<file path="src/rtl/rtc_bus_pkg.sv">
// Shared definitions for the RTC bus-cycle engine: state encoding, RTC register map, idle bus levels.
// Pure declarations; no timing of its own.
package rtc_bus_pkg;

  localparam logic [3:0] S_IDLE    = 4'd0;
  localparam logic [3:0] S_A_SETUP = 4'd1;
  localparam logic [3:0] S_A_PULSE = 4'd2;
  localparam logic [3:0] S_A_HOLD  = 4'd3;
  localparam logic [3:0] S_GAP     = 4'd4;
  localparam logic [3:0] S_D_SETUP = 4'd5;
  localparam logic [3:0] S_D_PULSE = 4'd6;
  localparam logic [3:0] S_D_HOLD  = 4'd7;
  localparam logic [3:0] S_DONE    = 4'd8;

  typedef enum logic [3:0] {
    IDLE    = S_IDLE,
    A_SETUP = S_A_SETUP,
    A_PULSE = S_A_PULSE,
    A_HOLD  = S_A_HOLD,
    GAP     = S_GAP,
    D_SETUP = S_D_SETUP,
    D_PULSE = S_D_PULSE,
    D_HOLD  = S_D_HOLD,
    DONE    = S_DONE
  } state_t;

  // RTC register addresses used by the control FSM
  localparam logic [7:0] RTC_SEC   = 8'h21;
  localparam logic [7:0] RTC_MIN   = 8'h22;
  localparam logic [7:0] RTC_HOUR  = 8'h23;
  localparam logic [7:0] RTC_DAY   = 8'h24;
  localparam logic [7:0] RTC_MONTH = 8'h25;
  localparam logic [7:0] RTC_YEAR  = 8'h26;
  localparam logic [7:0] RTC_TIMER = 8'h33;
  localparam logic [7:0] RTC_CMD   = 8'hF0;

  localparam logic AD_IDLE = 1'b1;
  localparam logic CS_IDLE = 1'b1;
  localparam logic RD_IDLE = 1'b1;
  localparam logic WR_IDLE = 1'b1;

  // A zero duration is treated as one cycle.
  function automatic int t_eff(input int t);
    return (t < 1) ? 1 : t;
  endfunction

endpackage

</file>
<file path="src/rtl/rtc_phase_timer.sv">
// Loadable down-counter with a zero flag, timing every bus-cycle phase.
// Load takes effect on the next edge; counts down to 0 and holds there.
module rtc_phase_timer #(
  parameter int CW = 4
) (
  input  logic          clk,
  input  logic          reset,
  input  logic          load,
  input  logic [CW-1:0] load_val,
  output logic          zero
);

  logic [CW-1:0] cnt;

  always_ff @(posedge clk or posedge reset) begin
    if (reset) begin
      cnt <= '0;
    end else if (load) begin
      cnt <= load_val;
    end else if (cnt != '0) begin
      cnt <= cnt - 1'b1;
    end
  end

  assign zero = (cnt == '0);

endmodule

</file>
<file path="src/rtl/rtc_bus_cycle.sv">
// RTC multiplexed-AD bus-cycle engine: address phase, gap, read/write data phase, one-cycle done.
// 2*(T_SETUP+T_PULSE+T_HOLD)+T_GAP+1 cycles per access; optional RTC_BUS_STATS_EN adds rd/wr counters.
module rtc_bus_cycle
  import rtc_bus_pkg::*;
#(
  parameter int T_SETUP = 2,
  parameter int T_PULSE = 4,
  parameter int T_HOLD  = 2,
  parameter int T_GAP   = 3,
  parameter int CW      = 4
) (
  input  logic       clk,
  input  logic       reset,
  input  logic       start,
  input  logic       rw,
  input  logic [7:0] addr,
  input  logic [7:0] wdata,
  input  logic [7:0] ad_in,
  output logic [7:0] ad_out,
  output logic       ad_oe,
  output logic       a_d,
  output logic       cs,
  output logic       rd,
  output logic       wr,
  output logic [7:0] rdata,
  output logic       busy,
  output logic       done
`ifdef RTC_BUS_STATS_EN
  ,
  output logic [15:0] rd_count,
  output logic [15:0] wr_count
`endif
);

  if (T_SETUP < 1 || T_PULSE < 1 || T_HOLD < 1 || T_GAP < 1) begin : g_zero_timing
    $warning("rtc_bus_cycle: T_* of 0 is illegal and is treated as 1");
  end
  if (T_SETUP > 2**CW || T_PULSE > 2**CW || T_HOLD > 2**CW || T_GAP > 2**CW) begin : g_cw_small
    $error("rtc_bus_cycle: a T_* value exceeds 2**CW");
  end

  localparam logic [CW-1:0] LD_SETUP = CW'(t_eff(T_SETUP) - 1);
  localparam logic [CW-1:0] LD_PULSE = CW'(t_eff(T_PULSE) - 1);
  localparam logic [CW-1:0] LD_HOLD  = CW'(t_eff(T_HOLD) - 1);
  localparam logic [CW-1:0] LD_GAP   = CW'(t_eff(T_GAP) - 1);

  state_t        state, state_nxt;
  logic          load, zero;
  logic [CW-1:0] load_val;
  logic          req_rw, rw_nxt;
  logic [7:0]    req_addr, addr_nxt, req_wdata, wdata_nxt;
  logic [7:0]    ad_out_nxt;
  logic          ad_oe_nxt, a_d_nxt, cs_nxt, rd_nxt, wr_nxt, busy_nxt, done_nxt;

  rtc_phase_timer #(.CW(CW)) u_timer (
    .clk      (clk),
    .reset    (reset),
    .load     (load),
    .load_val (load_val),
    .zero     (zero)
  );

  always_ff @(posedge clk or posedge reset) begin
    if (reset) state <= IDLE;
    else       state <= state_nxt;
  end

  // Outputs are decoded from the next state so they register on the same edge as the state.
  always_comb begin
    state_nxt  = state;
    load       = 1'b0;
    load_val   = '0;
    rw_nxt     = req_rw;
    addr_nxt   = req_addr;
    wdata_nxt  = req_wdata;
    unique case (state)
      IDLE: if (start) begin
        state_nxt = A_SETUP; load = 1'b1; load_val = LD_SETUP;
        rw_nxt = rw; addr_nxt = addr; wdata_nxt = wdata;
      end
      A_SETUP: if (zero) begin state_nxt = A_PULSE; load = 1'b1; load_val = LD_PULSE; end
      A_PULSE: if (zero) begin state_nxt = A_HOLD;  load = 1'b1; load_val = LD_HOLD;  end
      A_HOLD:  if (zero) begin state_nxt = GAP;     load = 1'b1; load_val = LD_GAP;   end
      GAP:     if (zero) begin state_nxt = D_SETUP; load = 1'b1; load_val = LD_SETUP; end
      D_SETUP: if (zero) begin state_nxt = D_PULSE; load = 1'b1; load_val = LD_PULSE; end
      D_PULSE: if (zero) begin state_nxt = D_HOLD;  load = 1'b1; load_val = LD_HOLD;  end
      D_HOLD:  if (zero) begin state_nxt = DONE;    load = 1'b1; end
      DONE:    state_nxt = IDLE;
      default: state_nxt = IDLE;
    endcase

    ad_out_nxt = '0;
    ad_oe_nxt  = 1'b0;
    a_d_nxt    = AD_IDLE;
    cs_nxt     = CS_IDLE;
    rd_nxt     = RD_IDLE;
    wr_nxt     = WR_IDLE;
    busy_nxt   = (state_nxt != IDLE);
    done_nxt   = 1'b0;
    unique case (state_nxt)
      A_SETUP, A_PULSE, A_HOLD: begin
        a_d_nxt    = ~AD_IDLE;
        cs_nxt     = ~CS_IDLE;
        ad_oe_nxt  = 1'b1;
        ad_out_nxt = addr_nxt;
        if (state_nxt == A_PULSE) wr_nxt = ~WR_IDLE;
      end
      D_SETUP, D_PULSE, D_HOLD: begin
        cs_nxt = ~CS_IDLE;
        if (rw_nxt) begin
          if (state_nxt == D_PULSE) rd_nxt = ~RD_IDLE;
        end else begin
          ad_oe_nxt  = 1'b1;
          ad_out_nxt = wdata_nxt;
          if (state_nxt == D_PULSE) wr_nxt = ~WR_IDLE;
        end
      end
      DONE:    done_nxt = 1'b1;
      default: ;
    endcase
  end

  always_ff @(posedge clk or posedge reset) begin
    if (reset) begin
      req_rw    <= 1'b0;
      req_addr  <= '0;
      req_wdata <= '0;
      ad_out    <= '0;
      ad_oe     <= 1'b0;
      a_d       <= AD_IDLE;
      cs        <= CS_IDLE;
      rd        <= RD_IDLE;
      wr        <= WR_IDLE;
      busy      <= 1'b0;
      done      <= 1'b0;
      rdata     <= '0;
    end else begin
      req_rw    <= rw_nxt;
      req_addr  <= addr_nxt;
      req_wdata <= wdata_nxt;
      ad_out    <= ad_out_nxt;
      ad_oe     <= ad_oe_nxt;
      a_d       <= a_d_nxt;
      cs        <= cs_nxt;
      rd        <= rd_nxt;
      wr        <= wr_nxt;
      busy      <= busy_nxt;
      done      <= done_nxt;
      // RTC data is sampled on the last cycle of the read strobe
      if (state == D_PULSE && zero && req_rw) rdata <= ad_in;
    end
  end

`ifdef RTC_BUS_STATS_EN
  always_ff @(posedge clk or posedge reset) begin
    if (reset) begin
      rd_count <= '0;
      wr_count <= '0;
    end else if (state == DONE) begin
      if (req_rw) begin
        if (rd_count != 16'hFFFF) rd_count <= rd_count + 16'd1;
      end else begin
        if (wr_count != 16'hFFFF) wr_count <= wr_count + 16'd1;
      end
    end
  end
`endif

endmodule

</file>
<file path="config.mk">
export PLATFORM = sky130hd
export DESIGN_NAME = rtc_bus_cycle
export DESIGN_NICKNAME = d
export VERILOG_FILES = /design/src/rtl/rtc_bus_pkg.sv /design/src/rtl/rtc_phase_timer.sv /design/src/rtl/rtc_bus_cycle.sv
export SDC_FILE = /design/constraint.sdc
export NUM_CORES = 1
export LEC_CHECK = 0
export BUFFER_PORTS_ARGS = -buffer_cell sky130_fd_sc_hd__buf_2
export CORE_ASPECT_RATIO = 1.5
export CORE_MARGIN = 10
export CORE_UTILIZATION = 45
export CTS_CLUSTER_DIAMETER = 80
export DETAILED_ROUTE_END_ITERATION = 8
export MAX_ROUTING_LAYER = met4
export PLACE_DENSITY = 0.69
export SYNTH_ARGS = -nofsm -noshare
export SYNTH_HDL_FRONTEND = slang
export SYNTH_SLANG_ARGS = --single-unit
</file>
<file path="constraint.sdc">
create_clock -name clk -period 5.5 [get_ports clk]
set_input_delay 0.275 -clock clk [delete_from_list [all_inputs] [get_ports clk]]
set_output_delay 0.275 -clock clk [all_outputs]
set_load 0.05 [all_outputs]
</file>
==> impl_metrics.json, run 1 <==
{
  "status": "completed",
  "cts-buffers-inserted": 5,
  "synth_most_common_cell": "dfrtp_1",
  "start_kind": "flip-flop",
  "avgRoutedWirePerCell_um": 17.2,
  "cts_sinks": 48,
  "grt_pass1_vias": 1384,
  "ios": 51,
  "finalMaxSlewViolations": 0,
  "core_um2": 4280,
  "fmax_mhz": 408,
  "clk_path_buf_depth": 2,
  "drc_errors": 0,
  "cts_tree": "done",
  "tns_ns": 0,
  "vias": 1302,
  "track_usage_pct": 11.9,
  "path_clk_slew_ns": 0.09,
  "syn_avg_cell_area_um2": 13.7,
  "synth_top_area_cell": "dfrtp_1",
  "fill_cells": 365,
  "synth_cells": 146,
  "routed_wl_mm": 4.19,
  "cts_resized": 0,
  "drv_cap": 0,
  "drive_above_1_share_pct": 48.0,
  "fin_hold_ws_ns": 0.187,
  "async_flop_share_pct": 100,
  "antenna_found_initial": 0,
  "rows": 29,
  "diodes": 0,
  "grt_pass1_wl_mm": 6.76,
  "period_share_pct": 44.6,
  "syn_nets": 175,
  "seq_area_frac_synth_pct": 60.4,
  "min_period_ns": 2.45,
  "synthTopCellsByCount": "dfrtp_1 (44), mux2_2 (17), nor2_1 (14)",
  "setup_viol_count_final": 0,
  "seq_area_um2": 1210,
  "required_ns": 5.69,
  "hpwlAfterDp_mm": 3.19,
  "crit_type": "flip-flop to flip-flop",
  "dr.pass1.iters": 4,
  "synth_cell_types": 35,
  "skew_ns": 0.0128,
  "synth-main-ff-cell": "dfrtp_1",
  "ys.warnings.count": 0,
  "crit_path_max_fanout": 18,
  "rsz0062_at_grt": "false",
  "leakagePower_nw": 1.19,
  "multi_input_area_um2": 723,
  "gp_congestion": 0.940,
  "syn_to_final_growth_pct": 17.7,
  "drt_iter0_drc": 46,
  "cts_hold_buf": 0,
  "power_density_nw_per_um2": 660,
  "holdCritPathClass": "input port to async pin",
  "nets": 226,
  "grt_max_degree": 49,
  "dieArea_um2": 7560,
  "synth-edff-count": 0,
  "die_y_um": 102,
  "synth_seq_cells": 48,
  "initial_core_util_pct": 46.7,
  "crit_arrival_ns": 2.64,
  "hold_violations": 0,
  "post_cts_buffers": 0,
  "tightest_slew_ns": 0.970,
  "finalPower_mw": 1.55,
  "cts_root_buffer": "clkbuf_8",
  "port_buffers": 50,
  "relSlewSlack_pct": 35.3,
  "yosysTopAreaCellShare_pct": 55.1,
  "syn_area_um2": 2000,
  "ir_worst_vdd_mv": 0.305,
  "h-tree-depth": 2,
  "die_x_um": 74.4,
  "ant_nets": 0,
  "yosys-top-cells-area": "dfrtp_1 (55%), mux2_2 (9.6%), mux2_4 (6.8%)",
  "vias_per_cell": 5.34,
  "overflow": 0,
  "clock_latency_ns": 0.30,
  "critPathCaptureType": "flip-flop"
}
==> cells by family (layout without fill, tap and decap cells) <==
group                      count (synthesis)  after routing  synth area share (%)
adders and majority gates                  1              1                 0.626
muxes                                     27             27                  16.8
buffers and inverters                     11             63                  3.44
DFF                                       48             48                  60.4
AOI/OAI and AO/OA                         20             20                  7.39
and+or+nand+nor                           36             36                  10.0
xor gates and xnor gates                   3              3                  1.32
==> state kept, by name (all words and copies together) (netlist names) <==
name and cells:
a_d 1, ad_oe 1, ad_out 8, busy 1
cs 1, done 1, rd 1, rdata 8
req_addr 8, req_rw 1, req_wdata 8, state 4
u_timer.cnt 4, wr 1
==> metal layers <==
metal / wire, um / track usage, %
met5: 0 / -
met4: 34 / 3.07
met3: 329 / 4.99
met2: 2170 / 20.1
met1: 1650 / 12.4
==> cells in the final DEF, fill, tap and decap left out, drive strengths merged, types with 2 or more instances in the layout <==
cell type,netlist,final
nor3,4,4
o311ai,2,2
nand2,7,7
buf,4,50
o21ai,2,2
xnor2,2,2
a22o,8,8
dfstp,4,4
inv,5,6
a21oi,4,4
or3b,2,2
dfrtp,44,44
or3,3,3
mux2,26,26
nor2,14,14
clkbuf,2,6
==> area by class of cell <==
| cell class | count | area share [%] |
|---|---|---|
| flip-flops and latches | 48 | 51.3 |
| inverters | 5 | 0.798 |
| well taps | 46 | 2.45 |
| clock buffers | 6 | 3.51 |
| multi-input cells | 87 | 30.7 |
| repair buffers | 50 | 10.6 |
| clock inverters | 2 | 0.585 |
==> power breakdown <==
group	leakage [nW]	internal (mW)	switching [mW]	total, mW
sequential	0.587	0.514	0.0932	0.607
combinational	0.552	0.270	0.458	0.728
clock	0.0516	0.103	0.116	0.219
total	1.19	0.887	0.667	1.55
==> through the flow <==
step	cell area (um^2)	utilization, %	std cells	worst slack, ns
after CTS	2350	54.9	244	3.03
after floorplan	2000	-	146	3.46
after global placement	2260	52.7	236	3.12
final	2350	54.9	244	3.05
after detailed placement	2260	52.7	236	3.04
after global routing	2350	54.9	244	2.88
==> final timing paths <==
path                                    from             end  slack, ns  depth (start not counted)
worst max-delay path                state[1]       ad_out[0]       3.05                          4
worst min-delay path                   reset        rdata[7]       0.19                          2
worst max register to register      state[1]       ad_out[0]       3.05                          4
worst min register to register  req_wdata[2]       ad_out[2]       0.50                          1
max in group asynchronous              reset  u_timer.cnt[3]       4.71                          2
min in group clk                    ad_in[2]        rdata[2]       0.20                          2
==> worst max-delay path, stage by stage (launching register included) <==
cell,delay [ns]
dfrtp_1,0.51
or3_4,0.43
or3b_1,0.76
mux2_4,0.44
a22o_1,0.20
Power figures use the tool's default switching activity.
==> inputs of run 2 (changes only) <==
==> constraint.sdc (replaced) <==
create_clock -name clk -period 2.4 [get_ports clk]
set_input_delay 0.12 -clock clk [delete_from_list [all_inputs] [get_ports clk]]
set_output_delay 0.12 -clock clk [all_outputs]
set_load 0.05 [all_outputs]
==> impl_metrics.json, run 2 (synthesis gave the netlist of run 1 again) <==
{
  "tns_ns": 0,
  "final_cells": 250,
  "avgRoutedWirePerCell_um": 16.9,
  "gp_congestion": 0.860,
  "nets": 232,
  "grt_pass1_wl_mm": 6.92,
  "ir_worst_vdd_mv": 0.634,
  "fmax_mhz": 463,
  "reg2reg_depth": 6,
  "period_share_pct": 89.9,
  "r2r_end": "ad_out[6]",
  "r2r_setup_slack_ns": 0.24,
  "fill_cells": 355,
  "required_ns": 2.59,
  "skew_ns": 0.0129,
  "clk_path_buf_depth": 2,
  "fin_hold_ws_ns": 0.0312,
  "holdCritPathClass": "input port to async pin",
  "r2r-start": "u_timer.cnt[0]",
  "crit_path_max_fanout": 8,
  "rows": 29,
  "rsz0062_at_grt": "false",
  "crit_arrival_ns": 2.35,
  "clock_latency_ns": 0.30,
  "power_density_nw_per_um2": 1530,
  "post_cts_buffers": 0,
  "ios": 51,
  "initial_core_util_pct": 46.7,
  "multi_input_area_um2": 723,
  "port_buffers": 50,
  "path_clk_slew_ns": 0.09,
  "cts_resized": 0,
  "ant_nets": 0,
  "drv_cap": 0,
  "drt_iter0_drc": 44,
  "track_usage_pct": 12.0,
  "seq_area_um2": 1210,
  "cts_tree": "done",
  "die_y_um": 102,
  "antenna_found_initial": 0,
  "dr.pass1.iters": 4,
  "vias": 1365,
  "max_stage_delay_ns": 0.50,
  "drive_above_1_share_pct": 49.5,
  "tightest_slew_ns": 0.962,
  "cts_root_buffer": "clkbuf_8",
  "crit_start": "u_timer.cnt[0]",
  "crit_type": "flip-flop to flip-flop",
  "start_kind": "flip-flop",
  "grt_pass1_vias": 1442,
  "leakagePower_nw": 1.23,
  "grt_max_degree": 49,
  "finalMaxSlewViolations": 0,
  "placed_cells": 242,
  "overflow": 0,
  "hold_violations": 0,
  "h-tree-depth": 2,
  "syn_to_final_growth_pct": 21.0,
  "cts_hold_buf": 0,
  "final_common_cell": "buf_2",
  "relSlewSlack_pct": 35.8,
  "slowest_stage": "or3b_2",
  "status": "completed",
  "critPathMostFrequentCell": "nor2_1",
  "setup_viol_count_final": 0,
  "core_um2": 4280,
  "cts-buffers-inserted": 5,
  "die_x_um": 74.4,
  "postLayoutCoreUtil_pct": 56.5,
  "path_cells": "inv_1 -> ha_1 -> or3b_2 -> nor2_1 -> nor2_1 -> a22o_1",
  "dieArea_um2": 7560,
  "final_cell_mix": "buf_2 (50), dfrtp_1 (44), mux2_2 (17), nor2_1 (14), mux2_4 (9)",
  "min_period_ns": 2.16,
  "vias_per_cell": 5.46,
  "critPathCaptureType": "flip-flop",
  "cts_sinks": 48,
  "routed_wl_mm": 4.23,
  "hpwlAfterDp_mm": 3.18,
  "drc_errors": 0,
  "diodes": 0,
  "finalPower_mw": 3.70
}
run 2: changes by cell type in the layout (fill, tap and decap cells not counted), sizes merged:
cell	before	now
buf	50	56
bufinv	0	1
clkbuf	6	5
clkinv	1	2
inv	6	5
run 2: per-stage QoR:
| stage | instance area, um^2 | setup slack, ns |
|---|---|---|
| detailed placement | 2300 | 0.260 |
| finish | 2420 | 0.242 |
| CTS | 2420 | 0.242 |
| global placement | 2300 | 0.382 |
| floorplan | 2000 | 0.363 |
| global route | 2420 | 0.106 |
run 2: how the worst max path moves through the flow:
stage	cells past startpoint	endpoint	slack (ns)
after floorplan	6	rdata[0]	0.36
after global placement	6	ad_out[4]	0.38
after detailed placement	6	ad_out[6]	0.26
after CTS	6	ad_out[6]	0.24
after global routing	7	ad_oe	0.11
final	6	ad_out[6]	0.24
run 2: worst max-delay path, delay by kind of cell (launching register included):
| family | cells | cell delay (ns) |
|---|---|---|
| compound gates | 1 | 0.29 |
| fa+ha+maj | 1 | 0.23 |
| buf+inv | 1 | 0.10 |
| flops | 1 | 0.39 |
| simple gates | 3 | 1.04 |
run 2: routing by layer:
layer | global-route usage [%] | up-vias | routed length, um
li1 | - | 624 | -
met1 | 14.5 | 676 | 1740
met2 | 18.6 | 59 | 2110
met3 | 3.82 | 6 | 326
met4 | 3.65 | 0 | 56
met5 | - | - | 0
run 2: power breakdown:
part	internal (mW)	switching [mW]	leakage [nW]
Clock	0.314	0.269	0.0583
Combinational	0.662	1.11	0.581
Sequential	1.18	0.169	0.587
Total	2.15	1.55	1.23
run 2: area by class of cell:
type / count / area share [%]
Tap cell: 46 / 2.38
Clock buffer: 5 / 2.85
Timing Repair Buffer: 56 / 12.2
Inverter: 5 / 0.776
Sequential cell: 48 / 49.9
Multi-Input combinational cell: 87 / 29.9
Clock inverter: 3 / 1.97
==> inputs of run 3 (changes only) <==
--- a/config.mk
+++ b/config.mk
@@ -12,7 +12,7 @@
 export CTS_CLUSTER_DIAMETER = 80
 export DETAILED_ROUTE_END_ITERATION = 8
 export MAX_ROUTING_LAYER = met4
-export PLACE_DENSITY = 0.69
+export PLACE_DENSITY_LB_ADDON = 0.2
 export SYNTH_ARGS = -nofsm -noshare
 export SYNTH_HDL_FRONTEND = slang
 export SYNTH_SLANG_ARGS = --single-unit
==> impl_metrics.json, run 3 (synthesis gave the netlist of run 1 again) <==
{
  "crit_arrival_ns": 2.36,
  "clk_path_buf_depth": 2,
  "dr.pass1.iters": 4,
  "initial_core_util_pct": 46.7,
  "r2r_setup_slack_ns": 0.24,
  "grt_max_degree": 49,
  "fmax_mhz": 463,
  "skew_ns": 0.00904,
  "drv_cap": 0,
  "cts_tree": "done",
  "tightest_slew_ns": 0.938,
  "h-tree-depth": 2,
  "cts_resized": 0,
  "ios": 51,
  "holdCritPathClass": "input port to async pin",
  "period_share_pct": 90.1,
  "start_kind": "flip-flop",
  "die_y_um": 102,
  "drive_above_1_share_pct": 49.5,
  "vias": 1310,
  "ir_worst_vdd_mv": 0.750,
  "rsz0062_at_grt": "false",
  "hpwlAfterDp_mm": 3.16,
  "diodes": 0,
  "nets": 232,
  "syn_to_final_growth_pct": 21.2,
  "required_ns": 2.60,
  "min_period_ns": 2.16,
  "routed_wl_mm": 4.18,
  "post_cts_buffers": 0,
  "hold_violations": 0,
  "avgRoutedWirePerCell_um": 16.7,
  "grt_pass1_wl_mm": 6.69,
  "relSlewSlack_pct": 37.3,
  "cts-buffers-inserted": 5,
  "tns_ns": 0,
  "crit_type": "flip-flop to flip-flop",
  "cts_hold_buf": 0,
  "grt_pass1_vias": 1405,
  "r2r-start": "u_timer.cnt[0]",
  "track_usage_pct": 11.8,
  "final_cell_mix": "buf_2 (50), dfrtp_1 (44), mux2_2 (17), nor2_1 (14), mux2_4 (9)",
  "overflow": 0,
  "core_um2": 4280,
  "clock_latency_ns": 0.31,
  "dieArea_um2": 7560,
  "drt_iter0_drc": 58,
  "power_density_nw_per_um2": 1540,
  "drc_errors": 0,
  "postLayoutCoreUtil_pct": 56.6,
  "critPathCaptureType": "flip-flop",
  "gp_congestion": 0.835,
  "path_clk_slew_ns": 0.09,
  "cts_root_buffer": "clkbuf_8",
  "final_common_cell": "buf_2",
  "cts_sinks": 48,
  "crit_start": "u_timer.cnt[0]",
  "vias_per_cell": 5.24,
  "antenna_found_initial": 0,
  "setup_viol_count_final": 0,
  "crit_path_max_fanout": 8,
  "die_x_um": 74.4,
  "ant_nets": 0,
  "reg2reg_depth": 6,
  "status": "completed",
  "leakagePower_nw": 1.23,
  "port_buffers": 50,
  "finalMaxSlewViolations": 0,
  "rows": 29
}
==> run 3: cell count changes in the layout (fill, tap and decap cells not counted), sizes merged <==
cell and delta:
clkinv -1, clkbuf +1
==> run 3: final timing paths <==
check	to
worst max-delay path	ad_out[2]
worst min-delay path	req_addr[6]
worst max register to register	ad_out[2]
worst min register to register	req_addr[7]
max in group asynchronous	busy
min in group clk	rdata[7]
==> run 3: layer usage <==
metal | vias up | track usage [%] | wire length (um)
met5 | - | - | 0
met4 | 0 | 4.82 | 76
met3 | 9 | 4.60 | 313
met2 | 46 | 20.0 | 2190
met1 | 633 | 11.8 | 1600
li1 | 622 | - | -
==> run 3: per-stage QoR <==
step | power [mW] | worst slack [ns] | cells | hold slack [ns] | instance area [um^2]
floorplan | 2.72 | 0.363 | 146 | 0.270 | 2000
global placement | 3.07 | 0.359 | 242 | 0.352 | 2300
detailed placement | 3.15 | 0.225 | 242 | 0.355 | 2300
CTS | 3.77 | 0.223 | 250 | 0.0326 | 2420
global route | 3.96 | 0.0881 | 250 | 0.0295 | 2420
finish | 3.72 | 0.238 | 250 | 0.0200 | 2420
==> run 3: layout make-up <==
cell class	count	area (um^2)
clock buffer	6	82.6
clock inverter	2	38.8
fill	384	1860
inverter	5	18.8
multi-input combinational	87	723
sequential	48	1210
tap	46	57.6
timing repair buffer	56	295
==> run 3: report_power, final <==
part           switching [mW]  internal (mW)
Combinational            1.11          0.664
Clock                   0.267          0.340
Sequential              0.157           1.18
==> run 3: worst max-delay path, cell delays in order (launching register included) <==
cell	delay [ns]
dfrtp_1	0.39
inv_1	0.10
ha_1	0.23
or3b_2	0.51
nor2_1	0.31
nor2_1	0.23
a22o_1	0.29
